`config.mk`:
```
export PLATFORM = sky130hd
export DESIGN_NAME = instr_fetch_unit_flat
export DESIGN_NICKNAME = d
export VERILOG_FILES = /design/src/rtl/cpu_pkg.sv /design/src/rtl/instr_fetch_unit_if.sv /design/src/rtl/ifu_next_pc.sv /design/src/rtl/instr_fetch_unit.sv /design/src/flat_wrapper.sv
export SDC_FILE = /design/constraint.sdc
export NUM_CORES = 1
export LEC_CHECK = 0
export ABC_CLOCK_PERIOD_IN_PS = 2500
export BUFFER_PORTS_ARGS = -buffer_cell sky130_fd_sc_hd__buf_2
export CAP_MARGIN = 20
export CORE_ASPECT_RATIO = 1.4
export CORE_UTILIZATION = 45
export DETAILED_ROUTE_END_ITERATION = 6
export PLACE_DENSITY = 0.75
export SLEW_MARGIN = 20
export SYNTH_ARGS = -nofsm -noshare
export SYNTH_HDL_FRONTEND = slang
export SYNTH_SLANG_ARGS = --single-unit
export TNS_END_PERCENT = 10
```
`constraint.sdc`:
```
create_clock -name clk -period 2.5 [get_ports clk]
set_input_delay 0.25 -clock clk [delete_from_list [all_inputs] [get_ports clk]]
set_output_delay 0.25 -clock clk [all_outputs]
set_load 0.01 [all_outputs]
```
`src/rtl/cpu_pkg.sv`:
```
// Shared widths, NOP encoding and fetch state type for the 10-bit CPU.
package cpu_pkg;

    localparam int unsigned ADDR_W  = 10;
    localparam int unsigned INSTR_W = 10;
    localparam int unsigned OFF_W   = 4;
    localparam int unsigned JMP_W   = 6;

    localparam logic [INSTR_W-1:0] NOP_INSTR = INSTR_W'(0);

    typedef enum logic [1:0] {
        IDLE   = 2'd0,
        RUN    = 2'd1,
        HALTED = 2'd2
    } fetch_state_e;

endpackage

```
`src/rtl/instr_fetch_unit_if.sv`:
```
// Fetch-side bus: ROM address/data plus the decoder control returned for the presented instruction.
interface instr_fetch_unit_if;
    import cpu_pkg::*;

    logic [ADDR_W-1:0]  rom_addr;
    logic [INSTR_W-1:0] rom_data;
    logic [INSTR_W-1:0] instr;
    logic               instr_valid;
    logic               stall;
    logic               halt;
    logic               jump;
    logic [JMP_W-1:0]   jump_target;
    logic               branch;
    logic               branch_eq;
    logic [OFF_W-1:0]   branch_off;

    modport master (
        output rom_addr, instr, instr_valid,
        input  rom_data, stall, halt, jump, jump_target, branch, branch_eq, branch_off
    );

    modport slave (
        input  rom_addr, instr, instr_valid,
        output rom_data, stall, halt, jump, jump_target, branch, branch_eq, branch_off
    );

endinterface

```
`src/rtl/ifu_next_pc.sv`:
```
// Next-PC selection for a RUN cycle: stall/halt hold, jump, taken beq, else sequential.
module ifu_next_pc
    import cpu_pkg::*;
(
    input  logic [ADDR_W-1:0] pc,
    input  logic              stall,
    input  logic              halt,
    input  logic              jump,
    input  logic [JMP_W-1:0]  jump_target,
    input  logic              branch,
    input  logic              branch_eq,
    input  logic [OFF_W-1:0]  branch_off,
    output logic [ADDR_W-1:0] next_pc_c,
    output logic              retire_c
);

    logic [ADDR_W-1:0] off_ext;

    // Additions truncate to ADDR_W, giving modulo-2^ADDR_W wrap in both directions.
    always_comb begin
        off_ext   = {{(ADDR_W-OFF_W){branch_off[OFF_W-1]}}, branch_off};
        next_pc_c = pc + ADDR_W'(1);
        retire_c  = !stall;
        if (stall || halt) begin
            next_pc_c = pc;
        end else if (jump) begin
            next_pc_c = ADDR_W'(jump_target);
        end else if (branch && branch_eq) begin
            next_pc_c = pc + off_ext;
        end
    end

endmodule

```
`src/rtl/instr_fetch_unit.sv`:
```
// PC-owning fetch front end: run/halt sequencing, ROM addressing, instruction presentation, retire count.
module instr_fetch_unit
    import cpu_pkg::*;
#(
    parameter logic [ADDR_W-1:0] RESET_PC = ADDR_W'(0),
    parameter int unsigned       CNT_W    = 16
) (
    input  logic                      clk,
    input  logic                      rst_n,
    input  logic                      start,
    instr_fetch_unit_if.master        bus,
    output logic [ADDR_W-1:0]         pc,
    output logic                      halted,
    output logic [CNT_W-1:0]          retired
);

    fetch_state_e      state_q,   state_d;
    logic [ADDR_W-1:0] pc_q,      pc_d;
    logic [CNT_W-1:0]  retired_q, retired_d;
    logic              halted_q,  halted_d;
    logic              valid_q,   valid_d;

    logic [ADDR_W-1:0] next_pc_c;
    logic              retire_c;
    logic [CNT_W-1:0]  retired_inc;

    ifu_next_pc u_next_pc (
        .pc          (pc_q),
        .stall       (bus.stall),
        .halt        (bus.halt),
        .jump        (bus.jump),
        .jump_target (bus.jump_target),
        .branch      (bus.branch),
        .branch_eq   (bus.branch_eq),
        .branch_off  (bus.branch_off),
        .next_pc_c   (next_pc_c),
        .retire_c    (retire_c)
    );

    assign retired_inc = (retired_q == '1) ? retired_q : retired_q + CNT_W'(1);

    always_ff @(posedge clk) begin
        if (!rst_n) begin
            state_q   <= IDLE;
            pc_q      <= RESET_PC;
            retired_q <= CNT_W'(0);
            halted_q  <= 1'b0;
            valid_q   <= 1'b0;
        end else begin
            state_q   <= state_d;
            pc_q      <= pc_d;
            retired_q <= retired_d;
            halted_q  <= halted_d;
            valid_q   <= valid_d;
        end
    end

    // Decoder controls only matter in RUN; start is only honoured outside RUN.
    always_comb begin
        state_d   = state_q;
        pc_d      = pc_q;
        retired_d = retired_q;
        case (state_q)
            IDLE, HALTED: begin
                if (start) begin
                    state_d   = RUN;
                    pc_d      = RESET_PC;
                    retired_d = CNT_W'(0);
                end
            end
            RUN: begin
                pc_d = next_pc_c;
                if (retire_c) begin
                    retired_d = retired_inc;
                    if (bus.halt) begin
                        state_d = HALTED;
                    end
                end
            end
            default: begin
                state_d = IDLE;
                pc_d    = RESET_PC;
            end
        endcase
        halted_d = (state_d == HALTED);
        valid_d  = (state_d == RUN);
    end

    assign bus.rom_addr    = pc_q;
    assign bus.instr       = valid_q ? bus.rom_data : NOP_INSTR;
    assign bus.instr_valid = valid_q;
    assign pc              = pc_q;
    assign halted          = halted_q;
    assign retired         = retired_q;

endmodule
```
`src/flat_wrapper.sv`:
```
// flat-port wrapper written by rule: the top's interface ports become plain ports
module instr_fetch_unit_flat import cpu_pkg::*;
#(
    parameter logic [ADDR_W-1:0] RESET_PC = ADDR_W'(0),
    parameter int unsigned       CNT_W    = 16
)
  (clk, rst_n, start, pc, halted, retired, bus_rom_addr, bus_instr, bus_instr_valid, bus_rom_data, bus_stall, bus_halt, bus_jump, bus_jump_target, bus_branch, bus_branch_eq, bus_branch_off);
  instr_fetch_unit_if bus_i ();
  input  logic clk;
  input  logic rst_n;
  input  logic start;
  output logic [ADDR_W-1:0] pc;
  output logic halted;
  output logic [CNT_W-1:0] retired;
  output wire logic [$bits(bus_i.rom_addr)-1:0] bus_rom_addr;
  output wire logic [$bits(bus_i.instr)-1:0] bus_instr;
  output wire logic [$bits(bus_i.instr_valid)-1:0] bus_instr_valid;
  input wire logic [$bits(bus_i.rom_data)-1:0] bus_rom_data;
  input wire logic [$bits(bus_i.stall)-1:0] bus_stall;
  input wire logic [$bits(bus_i.halt)-1:0] bus_halt;
  input wire logic [$bits(bus_i.jump)-1:0] bus_jump;
  input wire logic [$bits(bus_i.jump_target)-1:0] bus_jump_target;
  input wire logic [$bits(bus_i.branch)-1:0] bus_branch;
  input wire logic [$bits(bus_i.branch_eq)-1:0] bus_branch_eq;
  input wire logic [$bits(bus_i.branch_off)-1:0] bus_branch_off;
  assign bus_rom_addr = bus_i.rom_addr;
  assign bus_instr = bus_i.instr;
  assign bus_instr_valid = bus_i.instr_valid;
  assign bus_i.rom_data = bus_rom_data;
  assign bus_i.stall = bus_stall;
  assign bus_i.halt = bus_halt;
  assign bus_i.jump = bus_jump;
  assign bus_i.jump_target = bus_jump_target;
  assign bus_i.branch = bus_branch;
  assign bus_i.branch_eq = bus_branch_eq;
  assign bus_i.branch_off = bus_branch_off;
  instr_fetch_unit #(.RESET_PC(RESET_PC), .CNT_W(CNT_W)) u_core (.clk(clk), .rst_n(rst_n), .start(start), .bus(bus_i), .pc(pc), .halted(halted), .retired(retired));
endmodule
```
# Yosys cells after proc, flatten, opt, wreduce, memory -nomap -nowiden
# Index checks and enable logic that the tools add are counted.
totals:
  in_bits: 28
  regBits: 30
  wordCells: 38
classes:
  addsub: 3
  reduce_logical: 7
  mux: 14
  eq_ne: 9
ops:
  columns: ["cell", "count"]
  rows:
  - ["10-bit two-way mux", 5]
  - ["16-bit two-way mux", 3]
  - ["16-bit one-hot mux with 2 select lines", 1]
  - ["10-bit one-hot mux with 2 select lines", 1]
  - ["16-bit by 1-bit adder with 16-bit output (second input constant)", 1]
  - ["16-bit equality test (second input constant)", 1]
  - ["10-bit by 1-bit adder with 10-bit output (second input constant)", 1]
  - ["10-bit adder", 1]
  - ["2-bit != test (second input constant)", 4]
  - ["2-bit two-way mux", 3]
  - ["2-bit by 1-bit equality test with 1-bit output (second input constant)", 2]
  - ["2-bit equality test (second input constant)", 2]
  - ["2-bit one-hot mux with 2 select lines", 1]
  - ["4-bit AND reduction", 1]
  - ["2-bit zero test", 1]
  - ["2-bit AND reduction", 1]
  - ["2-bit nonzero test", 1]
  - ["2-bit OR reduction", 1]
  - ["1-bit logical AND", 1]
  - ["1-bit logical OR", 1]

# Logic depth before layout (Yosys ltp)
logic_depth:
  word_depth: 5
  ltp_mapped: 9

# Modules after synthesis
# Synthesis repeated with hierarchy kept, for this count alone.
unflattened:
  hier_cells: 279
  area_unflattened_um2: 2140.8
by_module_without_submodules:
  columns: ["mod", "cells_per_inst", "seq_area_each_um2", "area_each_um2", "instances"]
  rows:
  - ["instr_fetch_unit", 189, 600.6, 1560.2, 1]
  - ["ifu_next_pc", 90, 0.0, 580.6, 1]

# Worst setup path before layout
# No wires, ideal clock.
synth_path:
  path_kind: "input to register"
  start: "in bus_branch_off[2]"
  end: "reg u_core.pc_q[9], in the netlist u_core.bus.rom_addr[9]"
  setup_time_ns: 0.122
  slack_ns: 0.474
  arrival_ns: 1.904
  path_stages: 8
  required_time_ns: 2.378
  path_cell_list: "and3_1 ha_1 a21oi_1 and2_1 o21ai_1 a41o_1 a21boi_1 a311o_1"
synth_between:
  elab_chain_cells: 5
synth_rtl:
  columns: ["item", "line_no", "rtl"]
  rows:
  - ["start, declared", "flat_wrapper.sv:25", "input wire logic [$bits(bus_i.branch_off)-1:0] bus_branch_off;"]
  - ["10-bit adder", "ifu_next_pc.sv:29", "next_pc_c = pc + off_ext;"]
  - ["10-bit two-way mux", "ifu_next_pc.sv:28", "end else if (branch && branch_eq) begin"]
  - ["10-bit two-way mux", "ifu_next_pc.sv:26", "end else if (jump) begin"]
  - ["10-bit two-way mux", "ifu_next_pc.sv:24", "if (stall || halt) begin"]
  - ["10-bit one-hot mux with 2 select lines", "instr_fetch_unit.sv:63", "case (state_q)"]
  - ["end signal, assigned", "instr_fetch_unit.sv:51", "pc_q <= pc_d;"]
  - ["end, declared", "instr_fetch_unit.sv:18", "logic [ADDR_W-1:0] pc_q, pc_d;"]
# Every way passes these cells. The select of a mux whose other input is x is not followed.
# A chain may end at the register's enable or synchronous reset.

# Worst setup path after layout
layout_path:
  start: "reg u_core.pc_q[0], in the netlist u_core.bus.rom_addr[0]"
  end: "reg u_core.pc_q[8], in the netlist u_core.bus.rom_addr[8]"
layout_between:
  elab_chain_cells: 5
  word_cells_on_any_way: 6
layout_rtl:
  columns: ["item", "line_no"]
  rows:
  - ["10-bit by 1-bit adder with 10-bit output or 10-bit adder (tied branches)", "ifu_next_pc.sv:22, ifu_next_pc.sv:29"]
  - ["10-bit two-way mux (*)", "ifu_next_pc.sv:28"]
  - ["10-bit two-way mux (*)", "ifu_next_pc.sv:26"]
  - ["10-bit two-way mux (*)", "ifu_next_pc.sv:24"]
  - ["10-bit one-hot mux with 2 select lines (*)", "instr_fetch_unit.sv:63"]
# Every way passes the cells marked *; elsewhere a longest branch is shown, timed or not. The select of a mux whose other input is x is not followed.

==> results.py <==
metrics = {
    "critical_path": {
        "req_time_crit_path_ps": 2690,
        "end_kind": "register",
        "worst_ep_arrival_ps": 2360,
        "r2r.worst_path.cells": 8,
        "series_of_cell_instances_along_the_critical_path": "ha_1, fa_1, a21oi_1, o21ai_0, a21o_1, a21oi_1, nand4_1, o211ai_1",
        "worst_r2r_startpoint": "u_core.bus.rom_addr[0]$_SDFFE_PN0P_",
        "cp_common_cell": "sky130_fd_sc_hd__a21oi_1",
        "crit_slowest_cell": "sky130_fd_sc_hd__fa_1",
        "critical-path-top-delay-family": "compound AO/OA/AOI/OAI gates",
        "critPathMaxStageDelay_ps": 410,
        "critical_path.n_buffers_inverters": 0,
        "critical_path.reg2reg.endpoint": "u_core.bus.rom_addr[8]$_SDFFE_PN0P_",
        "crit_fanout": 6,
        "crit_type": "reg -> reg",
        "setup.reg_to_reg.worst_slack_ps": 340,
        "critical_path.startpoint_type": "register",
    },
    "pwr": {
        "power_frac_clock_pct": 38.6,
        "power_density_mw_per_mm2": 451,
        "switching_portion_of_total_power_pct": 25.8,
        "power.ir.vdd_worst_mv": 0.405,
        "pwr-share-seq_pct": 47.5,
        "internal-power_mw": 0.771,
        "power.leakage_nw": 1.09,
        "p_switching_mw": 0.269,
        "power.combinational.fraction_pct": 13.8,
    },
    "finish": {
        "final_util_pct": 58.4,
        "fraction_of_final_layout_cells_with_drive_strength_greater_than_1_pct": 30.3,
        "layout.cells.most_common": "sky130_fd_sc_hd__buf_2",
        "final_cell_mix": "75 x sky130_fd_sc_hd__buf_2, 30 x sky130_fd_sc_hd__dfxtp_1, 17 x sky130_fd_sc_hd__nor2_1",
        "final_net_count": 328,
        "area_growth_pct": 22.6,
        "diodes": 0,
        "stdcell_count": 337,
        "fin_area_sq_mm": 0.00231,
    },
    "global_route": {
        "grt_antenna_before_repair": 0,
        "grt_max_degree": 24,
        "grt_pass1_vias": 1724,
        "gr-usage-all-layers_pct": 19.8,
        "grt_first_pass_wirelength_um": 7200,
        "globalRoute.totalOverflow": 0,
    },
    "yosys": {
        "number_of_flops_mapped_to_enable_cells_by_yosys": 0,
        "synth.top_cells.by_area": "sky130_fd_sc_hd__dfxtp_1 32%, sky130_fd_sc_hd__and2_1 5.3%, sky130_fd_sc_hd__nor2b_1 4.7%",
        "synth_largest_area_cell": "sky130_fd_sc_hd__dfxtp_1",
        "netlist.area_leader.share_pct": 31.9,
        "synth.net_count": 263,
        "number_of_standard_cells_after_synthesis": 228,
        "synthesis.yosys.warnings": 0,
        "synth.cell_area_sq_mm": 0.00188,
        "synth_async_sr_flop_share_pct": 0,
        "yosys.cell_types.count": 47,
        "synth_seq_cells": 30,
        "seq_area_frac_synth_pct": 31.9,
        "avgSynthCellArea_sq_um": 8.25,
        "ys_dominant_reg_cell": "sky130_fd_sc_hd__dfxtp_1",
    },
    "drt": {
        "post_drt_wl_per_cell_um": 12.4,
        "drc": 0,
        "wirelength_um": 4190,
        "routed_via_count": 1826,
        "drt_iter0_drc": 62,
        "drt_first_pass_iters": 4,
        "route.antenna.remaining_nets": 0,
        "avg_vias_per_cell": 5.42,
    },
    "cts": {
        "postCtsSetupRepairBufs": 0,
        "clk-insertion-delay-late_ps": 270,
        "clkSlewWorstSetupHoldPaths_ps": 70,
        "post_cts.resized_instances": 0,
        "tritoncts_num_sinks": 30,
        "cts_htree_levels": 2,
        "tritoncts_clock_tree": "built",
        "clock_path_buffers": 2,
        "number_of_buffers_added_to_fix_hold_violations_after_cts": 0,
        "cts_buffers": 5,
        "ctsRootBufferMaster": "sky130_fd_sc_hd__clkbuf_8",
    },
    "sta": {
        "hold_violations": 0,
        "worst-slew-pin-transition_ps": 500,
        "final_max_slew_viol_count": 0,
        "finalCritPeriodShare_pct": 86.5,
        "finalClockSkew_ps": 5.10,
        "fmax_mhz": 463,
        "final.min_clock_period_ps": 2160,
        "setup_total_negative_slack_ps": 0,
        "finalSetupViolCount": 0,
        "rsz0062_at_grt": "false",
        "relSlewSlack_pct": 66.6,
    },
    "place": {
        "placedInstanceArea_sq_mm": 0.00221,
        "dp.cells": 329,
        "routabilityCongestion": 0.849,
        "hpwl_um": 3180,
        "count_of_input_and_output_buffers": 75,
    },
    "hold_path": {
        "min_delay_worst_endpoint": "u_core.bus.rom_addr[2]$_SDFFE_PN0P_",
        "beginning_of_the_worst_hold_path": "bus_jump_target[2]",
        "holdCritPathClass": "in -> reg",
        "worstHoldPathCells": 5,
    },
    "die": {
        "fp.dieW_um": 56.7,
        "start_util_pct": 47.6,
        "fp.coreArea_sq_mm": 0.00395,
        "die_area_sq_mm": 0.00445,
        "num_rows": 27,
        "ioPinCount": 76,
        "dieHeight_um": 78.5,
    },
    "flow_run": {
        "drv_cap": 0,
    },
    "outcome": {
        "run_status": "complete, no violations",
    },
}
==> Yosys cell counts (7+ instances only) <==
library cell               instances
sky130_fd_sc_hd__buf_4            10
sky130_fd_sc_hd__o21ai_0           7
sky130_fd_sc_hd__nand2_1          11
sky130_fd_sc_hd__xnor2_1           7
sky130_fd_sc_hd__a21oi_1          15
sky130_fd_sc_hd__dfxtp_1          30
sky130_fd_sc_hd__and2_1           16
sky130_fd_sc_hd__xor2_1            8
sky130_fd_sc_hd__nor2b_1          14
sky130_fd_sc_hd__and3_1            8
sky130_fd_sc_hd__nand4_1           8
sky130_fd_sc_hd__nor3_1            7
sky130_fd_sc_hd__clkbuf_1          8
sky130_fd_sc_hd__nor2_1           17
==> how the worst max path moves through the flow <==
| stage | from | endpoint | slack (ps) | depth (start not counted) |
|---|---|---|---|---|
| finish | u_core.bus.rom_addr[0]$_SDFFE_PN0P_ | u_core.bus.rom_addr[8]$_SDFFE_PN0P_ | 340 | 8 |
| CTS | u_core.bus.rom_addr[0]$_SDFFE_PN0P_ | u_core.bus.rom_addr[8]$_SDFFE_PN0P_ | 320 | 8 |
| global route | u_core.bus.rom_addr[0]$_SDFFE_PN0P_ | u_core.bus.rom_addr[8]$_SDFFE_PN0P_ | 90 | 8 |
| detailed placement | bus_branch_off[0] | u_core.bus.rom_addr[8]$_SDFFE_PN0P_ | 200 | 10 |
| global placement | bus_branch_off[0] | u_core.bus.rom_addr[8]$_SDFFE_PN0P_ | 280 | 10 |
| floorplan | bus_branch_off[2] | u_core.bus.rom_addr[9]$_SDFFE_PN0P_ | 470 | 8 |
==> state kept, by name, indices dropped and copies added (netlist names) <==
| signal | cells |
|---|---|
| u_core.bus.rom_addr | 10 |
| u_core.bus.instr_valid | 1 |
| u_core.halted | 1 |
| u_core.state_q | 2 |
| u_core.retired | 16 |
==> metrics by stage <==
stage / hold slack, ps / worst slack [ps] / power, mW
after floorplan: 483 / 474 / 0.596
final: 348 / 338 / 1.04
after global placement: 476 / 276 / 0.647
after detailed placement: 484 / 203 / 0.649
after CTS: 341 / 317 / 1.05
after global routing: 383 / 85.7 / 1.09
==> tightest hold or removal path: stages <==
cell and delay, ps:
sky130_fd_sc_hd__buf_2 70, sky130_fd_sc_hd__nand2_1 40, sky130_fd_sc_hd__o21ai_0 60, sky130_fd_sc_hd__a22oi_1 70, sky130_fd_sc_hd__nor2b_1 100
==> layout make-up <==
class | count | area (sq um)
Tap cell | 43 | 53.8
Inverter | 3 | 11.3
Timing Repair Buffer | 78 | 398
Fill cell | 370 | 1650
Clock inverter | 2 | 12.5
Sequential cell | 30 | 601
Clock buffer | 6 | 82.6
Multi-Input combinational cell | 175 | 1150
==> power by group through the flow <==
| stage | registers, mW | logic [mW] | clock network (mW) |
|---|---|---|---|
| 3_3_place_gp | 0.505 | 0.142 | 0 |
| 5_1_grt | 0.496 | 0.159 | 0.437 |
| 3_5_place_dp | 0.505 | 0.144 | 0 |
| 2_1_floorplan | 0.505 | 0.0916 | 0 |
| 4_1_cts | 0.494 | 0.145 | 0.416 |
| 6_report | 0.494 | 0.144 | 0.402 |
==> routing by layer <==
metal,global-route usage [%],wire length (um),up-vias
li1,-,-,934
met1,23.1,1810,832
met2,35.3,2120,56
met3,3.62,208,4
met4,7.07,48,0
met5,0,0,-
==> logic make-up (layout without fill, tap and decap cells) <==
| kind of cell | count (synthesis) | in the layout | share of synthesized area (%) |
|---|---|---|---|
| xor gates and xnor gates | 15 | 15 | 6.98 |
| muxes | 4 | 4 | 2.13 |
| and+or+nand+nor | 103 | 103 | 31.1 |
| adders and majority gates | 7 | 7 | 5.05 |
| buffers and inverters | 23 | 89 | 7.05 |
| DFF | 30 | 30 | 31.9 |
| AOI/OAI and AO/OA | 46 | 46 | 15.8 |
No activity file was read; power rests on OpenSTA's default activity.
